`src/rtl/cic_pkg.sv`:
```
// Shared definitions for the CIC rate-change blocks (upsampler / downsampler).
package cic_pkg;

    typedef enum logic {
        IDLE = 1'b0,
        BUSY = 1'b1
    } cic_state_e;

    localparam int unsigned CIC_R_MIN = 2;
    localparam int unsigned CIC_R_MAX = 256;

    // Phase/decimation counter width for a given rate; never narrower than 1 bit.
    function automatic int unsigned cic_cnt_width(input int unsigned r);
        return (r < 2) ? 1 : int'($clog2(r));
    endfunction

endpackage

```
`src/rtl/upsampler.sv`:
```
// Interpolating upsampler: each accepted sample becomes CIC_R output beats,
// phase 0 carries the sample, later phases carry zero or a repeat of it.
module upsampler
    import cic_pkg::*;
#(
    parameter int unsigned DATA_WIDTH_INP = 8,
    parameter int unsigned CIC_R          = 4,
    parameter bit          HOLD_MODE      = 1'b0
) (
    input  logic                             clk,
    input  logic                             reset,
    input  logic signed [DATA_WIDTH_INP-1:0] s_axis_in_tdata,
    input  logic                             s_axis_in_tvalid,
    output logic                             s_axis_in_tready,
    output logic signed [DATA_WIDTH_INP-1:0] m_axis_out_tdata,
    output logic                             m_axis_out_tvalid,
    input  logic                             m_axis_out_tready
);

    localparam int unsigned PW = cic_cnt_width(CIC_R);
    localparam logic [PW-1:0] LAST_PHASE = PW'(CIC_R - 1);

    // Reject unsupported parameterisations at elaboration.
    if (CIC_R < CIC_R_MIN || CIC_R > CIC_R_MAX) begin : g_bad_cic_r
        $error("upsampler: CIC_R=%0d outside supported range 2..256", CIC_R);
    end
    if (DATA_WIDTH_INP < 2 || DATA_WIDTH_INP > 32) begin : g_bad_width
        $error("upsampler: DATA_WIDTH_INP=%0d outside supported range 2..32", DATA_WIDTH_INP);
    end

    cic_state_e                      state_q, state_d;
    logic [PW-1:0]                   phase_q, phase_d;
    logic signed [DATA_WIDTH_INP-1:0] sample_q, sample_d;
    logic signed [DATA_WIDTH_INP-1:0] tdata_q, tdata_d;

    logic last_phase;
    logic out_xfer;
    logic in_ready;
    logic in_xfer;

    // Next-state, handshake and output-beat selection.
    always_comb begin
        state_d    = state_q;
        phase_d    = phase_q;
        sample_d   = sample_q;
        tdata_d    = tdata_q;
        last_phase = (phase_q == LAST_PHASE);
        out_xfer   = (state_q == BUSY) && m_axis_out_tready;
        in_ready   = 1'b0;
        in_xfer    = 1'b0;

        // Accept in IDLE, or while the final phase is leaving this cycle.
        case (state_q)
            IDLE:    in_ready = 1'b1;
            BUSY:    in_ready = last_phase && m_axis_out_tready;
            default: in_ready = 1'b0;
        endcase
        if (reset) begin
            in_ready = 1'b0;
        end
        in_xfer = s_axis_in_tvalid && in_ready;

        case (state_q)
            IDLE: begin
                if (in_xfer) begin
                    state_d  = BUSY;
                    phase_d  = '0;
                    sample_d = s_axis_in_tdata;
                    tdata_d  = s_axis_in_tdata;
                end
            end
            BUSY: begin
                if (out_xfer) begin
                    if (!last_phase) begin
                        phase_d = phase_q + PW'(1);
                        tdata_d = HOLD_MODE ? sample_q : '0;
                    end else if (in_xfer) begin
                        // Back-to-back sample: no bubble between bursts.
                        phase_d  = '0;
                        sample_d = s_axis_in_tdata;
                        tdata_d  = s_axis_in_tdata;
                    end else begin
                        state_d = IDLE;
                        phase_d = '0;
                    end
                end
            end
            default: begin
                state_d = IDLE;
                phase_d = '0;
            end
        endcase
    end

    // State, phase counter, held sample and output data registers.
    always_ff @(posedge clk) begin
        if (reset) begin
            state_q  <= IDLE;
            phase_q  <= '0;
            sample_q <= '0;
            tdata_q  <= '0;
        end else begin
            state_q  <= state_d;
            phase_q  <= phase_d;
            sample_q <= sample_d;
            tdata_q  <= tdata_d;
        end
    end

    assign s_axis_in_tready  = in_ready;
    assign m_axis_out_tdata  = tdata_q;
    assign m_axis_out_tvalid = (state_q == BUSY);

endmodule

```
`config.mk`:
```
export PLATFORM = sky130hd
export DESIGN_NAME = upsampler
export DESIGN_NICKNAME = d
export VERILOG_FILES = /design/src/rtl/cic_pkg.sv /design/src/rtl/upsampler.sv
export SDC_FILE = /design/constraint.sdc
export NUM_CORES = 1
export LEC_CHECK = 0
export CORE_AREA = 10 10 47 49
export CTS_CLUSTER_SIZE = 12
export DETAILED_ROUTE_END_ITERATION = 8
export DIE_AREA = 0 0 57 59
export PLACE_DENSITY = 0.64
export SLEW_MARGIN = 40
export SYNTH_ARGS = -nofsm -noshare
export SYNTH_HDL_FRONTEND = slang
export SYNTH_SLANG_ARGS = --single-unit
```
`constraint.sdc`:
```
create_clock -name clk -period 1.4 [get_ports clk]
set_input_delay 0.21 -clock clk [delete_from_list [all_inputs] [get_ports clk]]
set_output_delay 0.21 -clock clk [all_outputs]
set_load 0.05 [all_outputs]
```
==> impl_metrics.csv, run 1 <==
group,metric,value,unit
synth,synth_nets,48,
place,pre_cts_slack,-0.197,ns
synth,synth_seq_cells,11,
clocking,hold_buffers,0,
clocking,clock_path_buffers,2,
drt,viasPerCell,4.68,
sta,finClkSkew,0.00366,ns
finish,final_area,856,um2
worst_setup_path,cp-start-kind,"flop",
clocking,cts.sinks,11,
global_route,grt_max_degree,9,
drt,dr.pass1.iters,2,
sta,fmax,0.734,GHz
run_status,status,"finished, final reports clean",
synth,syn_inst,35,
synth,yosysSeqAreaShare,52.1,%
sta,timing.final.hold_violations,0,
worst_setup_path,cp_max_fo,3,
die,die_area,3360,um2
finish,layoutNonFillerInstCount,81,
die,fp.coreArea,1400,um2
clocking,clock-root-buffer,"clkbuf_4",
sta,finalMaxSlewViolations,0,
worst_setup_path,cp-end-kind,"output port",
power,power_leakage,0.352,nW
die,boundaryPins,22,
power,p_total,0.787,mW
sta,rsz0062_at_grt,"yes",
sta,period_share,97.4,%
die,initial_utilization,30.2,%
global_route,grt_pass1_vias,395,
global_route,globalRouteTotalUtil,6.98,%
min_path,hp-class,"input port to flop",
die,die_x,57,um
clocking,clkTransAtPathRegs,0.07,ns
synth,yosysWarnings,0,
place,gp_congestion,0.772,
die,rows,14,
sta,post-route-min-period,1.36,ns
sta,slew_headroom,67.4,%
finish,fin_util,61.1,%
die,die_h,59,um
worst_setup_path,crit_type,"flop to output port",
place,portBuffers,21,
finish,drive_above_1_share,44.6,%
sta,worst_pin_slew,0.487,ns
clocking,h-tree-depth,1,
drt,drcViolationCount,0,
finish,antenna_cells,0,
worst_setup_path,crit_required,1.19,ns
place,hpwlAfterDp,886,um
sta,setup_viol,0,
finish,area_growth,102,%
clocking,cts_tree,"built",
global_route,antenna_found_initial,0,
power,powerDensity,920,nW/um2
global_route,grt_pass1_wl,1.82,mm
sta,setup_slack,0.0367,ns
synth,ys_types,12,
drt,ant_nets,0,
finish,nFillCells,118,
synth,syn-cell-area,423,um2
drt,drtIter0Drc,2,
drt,wl_per_cell,13.6,um
run,maxCapViolCount,0,
global_route,grt_overflow,0,
place,placed_cells,75,
power,vdd_drop_max,633,uV
worst_setup_path,worstPathArrival,1.15,ns
drt,vias,379,
clocking,numCtsBuffers,3,
clocking,clk_latency,0.27,ns
place,place_area,776,um2
drt,wl,1.10,mm
finish,layout.nets,79,
synth,avgSynthCellArea,12.1,um2
[layout by cell type (no fill, tap or decap)]
cell	synthesis	routed
mux2i_1	1	1
dlymetal6s2s_1	0	1
dfxtp_2	0	2
nor2_4	0	1
a21boi_4	0	1
nor2b_2	0	1
buf_12	0	10
buf_4	0	6
or3b_4	1	1
dfxtp_4	0	1
a32oi_1	2	2
clkdlybuf4s50_1	0	10
dfxtp_1	11	8
o31ai_4	1	1
ha_4	0	1
clkbuf_1	0	1
nor3b_2	1	1
a22o_1	8	8
clkbuf_4	0	3
nor2_1	6	5
[area by class of cell]
type	instances	area (um2)	area share, %
Timing Repair Buffer	27	358	41.8
Sequential cell	11	226	26.5
Multi-Input combinational cell	23	225	26.3
Clock buffer	4	26.3	3.07
Tap cell	16	20.0	2.34
[critical path, stage by stage (launching register included)]
cell      delay [ns]
dfxtp_2         0.34
ha_4            0.17
a21boi_4        0.18
nor2_4          0.05
buf_12          0.14
[Yosys cell counts]
| library cell | n | area [um2] |
|---|---|---|
| a21boi_1 | 1 | 7.51 |
| dfxtp_1 | 11 | 220 |
| buf_6 | 1 | 11.3 |
| nor2_1 | 6 | 22.5 |
| ha_1 | 1 | 12.5 |
| or3b_4 | 1 | 11.3 |
| nor3b_2 | 1 | 12.5 |
| nor2b_1 | 1 | 6.26 |
| a22o_1 | 8 | 70.1 |
| o31ai_4 | 1 | 21.3 |
| a32oi_1 | 2 | 17.5 |
| mux2i_1 | 1 | 10.0 |
[metal layers]
layer  GRT usage, %  vias to the layer above  part of all wire (%)
met5              0                        -                     0
met4           5.03                        0                   3.1
met3           4.72                        5                   8.7
met2           11.0                       11                    52
met1           6.34                      171                    36
li1               -                      192                     -
[what timing repair did]
item	CTS	global route
endpoints found under the hold margin	0	0
pin swaps	3	3
gates resized for setup	7	3
setup endpoints to repair	1	9
buffers inserted	2	0
[cells by family (layout without fill, tap and decap cells)]
group                      Yosys count  in the layout  synth area share, %
AOI/OAI and AO/OA                   12             12                 27.5
DFF                                 11             11                 52.1
and+or+nand+nor                      9              9                 12.4
adders and majority gates            1              1                 2.96
muxes                                1              1                 2.37
buffers and inverters                1             31                 2.66
[worst paths after layout]
check / startpoint / to / slack [ns] / cells after the start
worst max-delay path: phase_q[0]$_SDFFE_PP0P_ / s_axis_in_tready / 0.04 / 4
worst min-delay path: m_axis_out_tready / phase_q[1]$_SDFFE_PP0P_ / 0.41 / 3
worst max register to register: phase_q[0]$_SDFFE_PP0P_ / m_axis_out_tdata[6]$_SDFFE_PP0P_ / 0.08 / 6
worst min register to register: phase_q[1]$_SDFFE_PP0P_ / phase_q[1]$_SDFFE_PP0P_ / 0.52 / 2
[power breakdown]
| group | leakage, nW | internal (mW) | switching [mW] |
|---|---|---|---|
| registers | 0.0916 | 0.330 | 0.0199 |
| logic | 0.246 | 0.124 | 0.102 |
| clock network | 0.0150 | 0.110 | 0.101 |
| total | 0.352 | 0.564 | 0.223 |
[stage by stage]
stage / setup TNS (ns) / hold WS (ns)
floorplan: 0 / 0.331
global placement: -1.54 / 0.494
detailed placement: -1.62 / 0.501
CTS: -0.00742 / 0.528
global route: -0.0222 / 0.433
finish: 0 / 0.411
[flip-flops by register name (all words and copies together), names as in the netlist]
name / count
phase_q: 2
m_axis_out_tdata: 8
m_axis_out_tvalid: 1
No activity file was read; power rests on OpenSTA's default activity.
==> inputs of run 2 (changes only) <==
--- a/config.mk
+++ b/config.mk
@@ -5,11 +5,13 @@
 export SDC_FILE = /design/constraint.sdc
 export NUM_CORES = 1
 export LEC_CHECK = 0
+export ABC_CLOCK_PERIOD_IN_PS = 1400
 export CORE_AREA = 10 10 47 49
 export CTS_CLUSTER_SIZE = 12
 export DETAILED_ROUTE_END_ITERATION = 8
 export DIE_AREA = 0 0 57 59
 export PLACE_DENSITY = 0.64
+export REMOVE_ABC_BUFFERS = 1
 export SLEW_MARGIN = 40
 export SYNTH_ARGS = -nofsm -noshare
 export SYNTH_HDL_FRONTEND = slang
==> run 2 against run 1 <==
  * Critical endpoint unchanged
  * Final area is 2.0% lower
  * Largest power group unchanged
  * Clock skew is 0.0032 ns lower
  * Non-clock buffer count shrank 1
  * Largest cell class unchanged
  * Via count is 1.6% higher
  * Register-to-register slack improved by 0.03 ns
  * Fmax rose by 0.22%
  * Combinational power is essentially flat
  * Routed wire length up 2.4%
  * Die area unchanged
==> impl_metrics.csv, run 2 (synthesis gave the netlist of run 1 again) <==
group,metric,value,unit
sta,setup_viol,0,
die,initial_utilization,30.2,%
drt,drtIter0Drc,4,
die,die_area,3360,um2
clocking,clock_path_buffers,2,
place,pre_cts_slack,-0.167,ns
global_route,grt_max_degree,9,
clocking,clkTransAtPathRegs,0.06,ns
finish,largest_reg_flops,8,
worst_setup_path,reg2reg_setup_slack,0.11,ns
drt,dr.pass1.iters,3,
die,rows,14,
clocking,cts.sinks,11,
sta,holdWs,0.481,ns
worst_setup_path,crit_type,"flop to output port",
clocking,numCtsBuffers,3,
worst_setup_path,cp-end-kind,"output port",
min_path,hp-class,"input port to flop",
die,fp.coreArea,1400,um2
worst_setup_path,cp_max_fo,3,
sta,finClkSkew,0.000502,ns
worst_setup_path,path_cells,"ha_4 > a21boi_4 > nor2_2 > buf_12",
drt,wl_per_cell,14.1,um
clocking,hold_buffers,0,
drt,wl,1.13,mm
power,powerDensity,927,nW/um2
drt,vias,385,
sta,setup_slack,0.0397,ns
sta,post-route-min-period,1.36,ns
global_route,globalRouteTotalUtil,6.96,%
sta,fmax,0.735,GHz
sta,finalMaxSlewViolations,0,
sta,worst_pin_slew,0.473,ns
drt,viasPerCell,4.81,
sta,timing.final.hold_violations,0,
global_route,antenna_found_initial,0,
global_route,grt_pass1_vias,413,
run,maxCapViolCount,0,
worst_setup_path,slowest_delay,0.34,ns
run_status,status,"finished, final reports clean",
worst_setup_path,cp-start-kind,"flop",
finish,layout_common_cells,"clkdlybuf4s50_1, buf_12, a22o_1, dfxtp_1",
power,power_leakage,0.345,nW
finish,drive_above_1_share,42.2,%
global_route,grt_overflow,0,
global_route,grt_pass1_wl,1.88,mm
drt,ant_nets,0,
finish,area_growth,98.2,%
finish,antenna_cells,0,
clocking,clk_latency,0.25,ns
power,vdd_drop_max,539,uV
worst_setup_path,crit_required,1.19,ns
place,portBuffers,21,
die,die_x,57,um
place,gp_congestion,0.704,
sta,period_share,97.2,%
clocking,cts_tree,"built",
sta,setup_tns,0,ns
drt,drcViolationCount,0,
clocking,clock-root-buffer,"clkbuf_4",
finish,layout.nets,78,
die,boundaryPins,22,
worst_setup_path,critPathSlowestCell,"dfxtp_2",
sta,slew_headroom,68.4,%
worst_setup_path,worstPathArrival,1.15,ns
clocking,h-tree-depth,1,
die,die_h,59,um
## run 2: cell count changes in the layout (fill, tap and decap cells not counted)
| cell | previous run | this run |
|---|---|---|
| buf_4 | 6 | 5 |
| dfxtp_2 | 2 | 3 |
| dfxtp_4 | 1 | 0 |
| nor2_2 | 0 | 1 |
| nor2_4 | 1 | 0 |
| nor2b_1 | 0 | 1 |
| nor2b_2 | 1 | 0 |
## run 2: per-layer routing
layer	routed length (um)	vias up	global-route usage, %
met5	0	-	0
li1	-	191	-
met4	0	0	2.01
met1	422	177	6.52
met3	178	0	6.44
met2	530	17	10.9
## run 2: final timing paths
| kind | depth (start not counted) | from | end |
|---|---|---|---|
| max | 4 | phase_q[0]$_SDFFE_PP0P_ | s_axis_in_tready |
| min reg2reg | 2 | phase_q[0]$_SDFFE_PP0P_ | phase_q[0]$_SDFFE_PP0P_ |
| min | 4 | m_axis_out_tready | phase_q[0]$_SDFFE_PP0P_ |
| max reg2reg | 5 | phase_q[0]$_SDFFE_PP0P_ | m_axis_out_tdata[5]$_SDFFE_PP0P_ |
## run 2: cell type report
type                    instances  area [um2]
repair buffers                 26         350
flip-flops and latches         11         224
well taps                      16        20.0
clock buffers                   4        26.3
multi-input cells              23         218
fillers                       131         563
## run 2: timing repair
item,4_1_cts,5_1_grt
gates resized for setup,7,2
gates cloned,0,0
pin swaps,2,1
setup buffers,0,1
setup endpoints to repair,4,1
## run 2: per-stage QoR
| step | cells | cell area (um2) | total power [mW] | utilization (%) |
|---|---|---|---|---|
| after detailed placement | 75 | 772 | 0.575 | 55.1 |
| final | 80 | 838 | 0.777 | 59.8 |
| after global routing | 80 | 838 | 0.822 | 59.8 |
| after CTS | 79 | 827 | 0.785 | 59.0 |
| after global placement | 75 | 772 | 0.572 | 55.1 |
| after floorplan | 34 | 412 | 0.442 | - |
## run 2: power by group
group | leakage (nW) | internal, mW | switching [mW]
Clock | 0.0150 | 0.110 | 0.0923
Sequential | 0.0913 | 0.331 | 0.0193
Combinational | 0.238 | 0.123 | 0.102
## run 2: worst max-delay path, delay by kind of cell, from the launching register on
family	cells	cell delay [ns]
flops	1	0.34
fa+ha+maj	1	0.17
compound gates	1	0.17
simple gates	1	0.07
buf+inv	1	0.14
==> inputs of run 3 (changes only) <==
--- a/config.mk
+++ b/config.mk
@@ -11,7 +11,6 @@
 export DETAILED_ROUTE_END_ITERATION = 8
 export DIE_AREA = 0 0 57 59
 export PLACE_DENSITY = 0.64
-export REMOVE_ABC_BUFFERS = 1
 export SLEW_MARGIN = 40
 export SYNTH_ARGS = -nofsm -noshare
 export SYNTH_HDL_FRONTEND = slang
==> results of run 3 <==
Same layout as run 1: the final DEF is identical, and so are final timing and power.
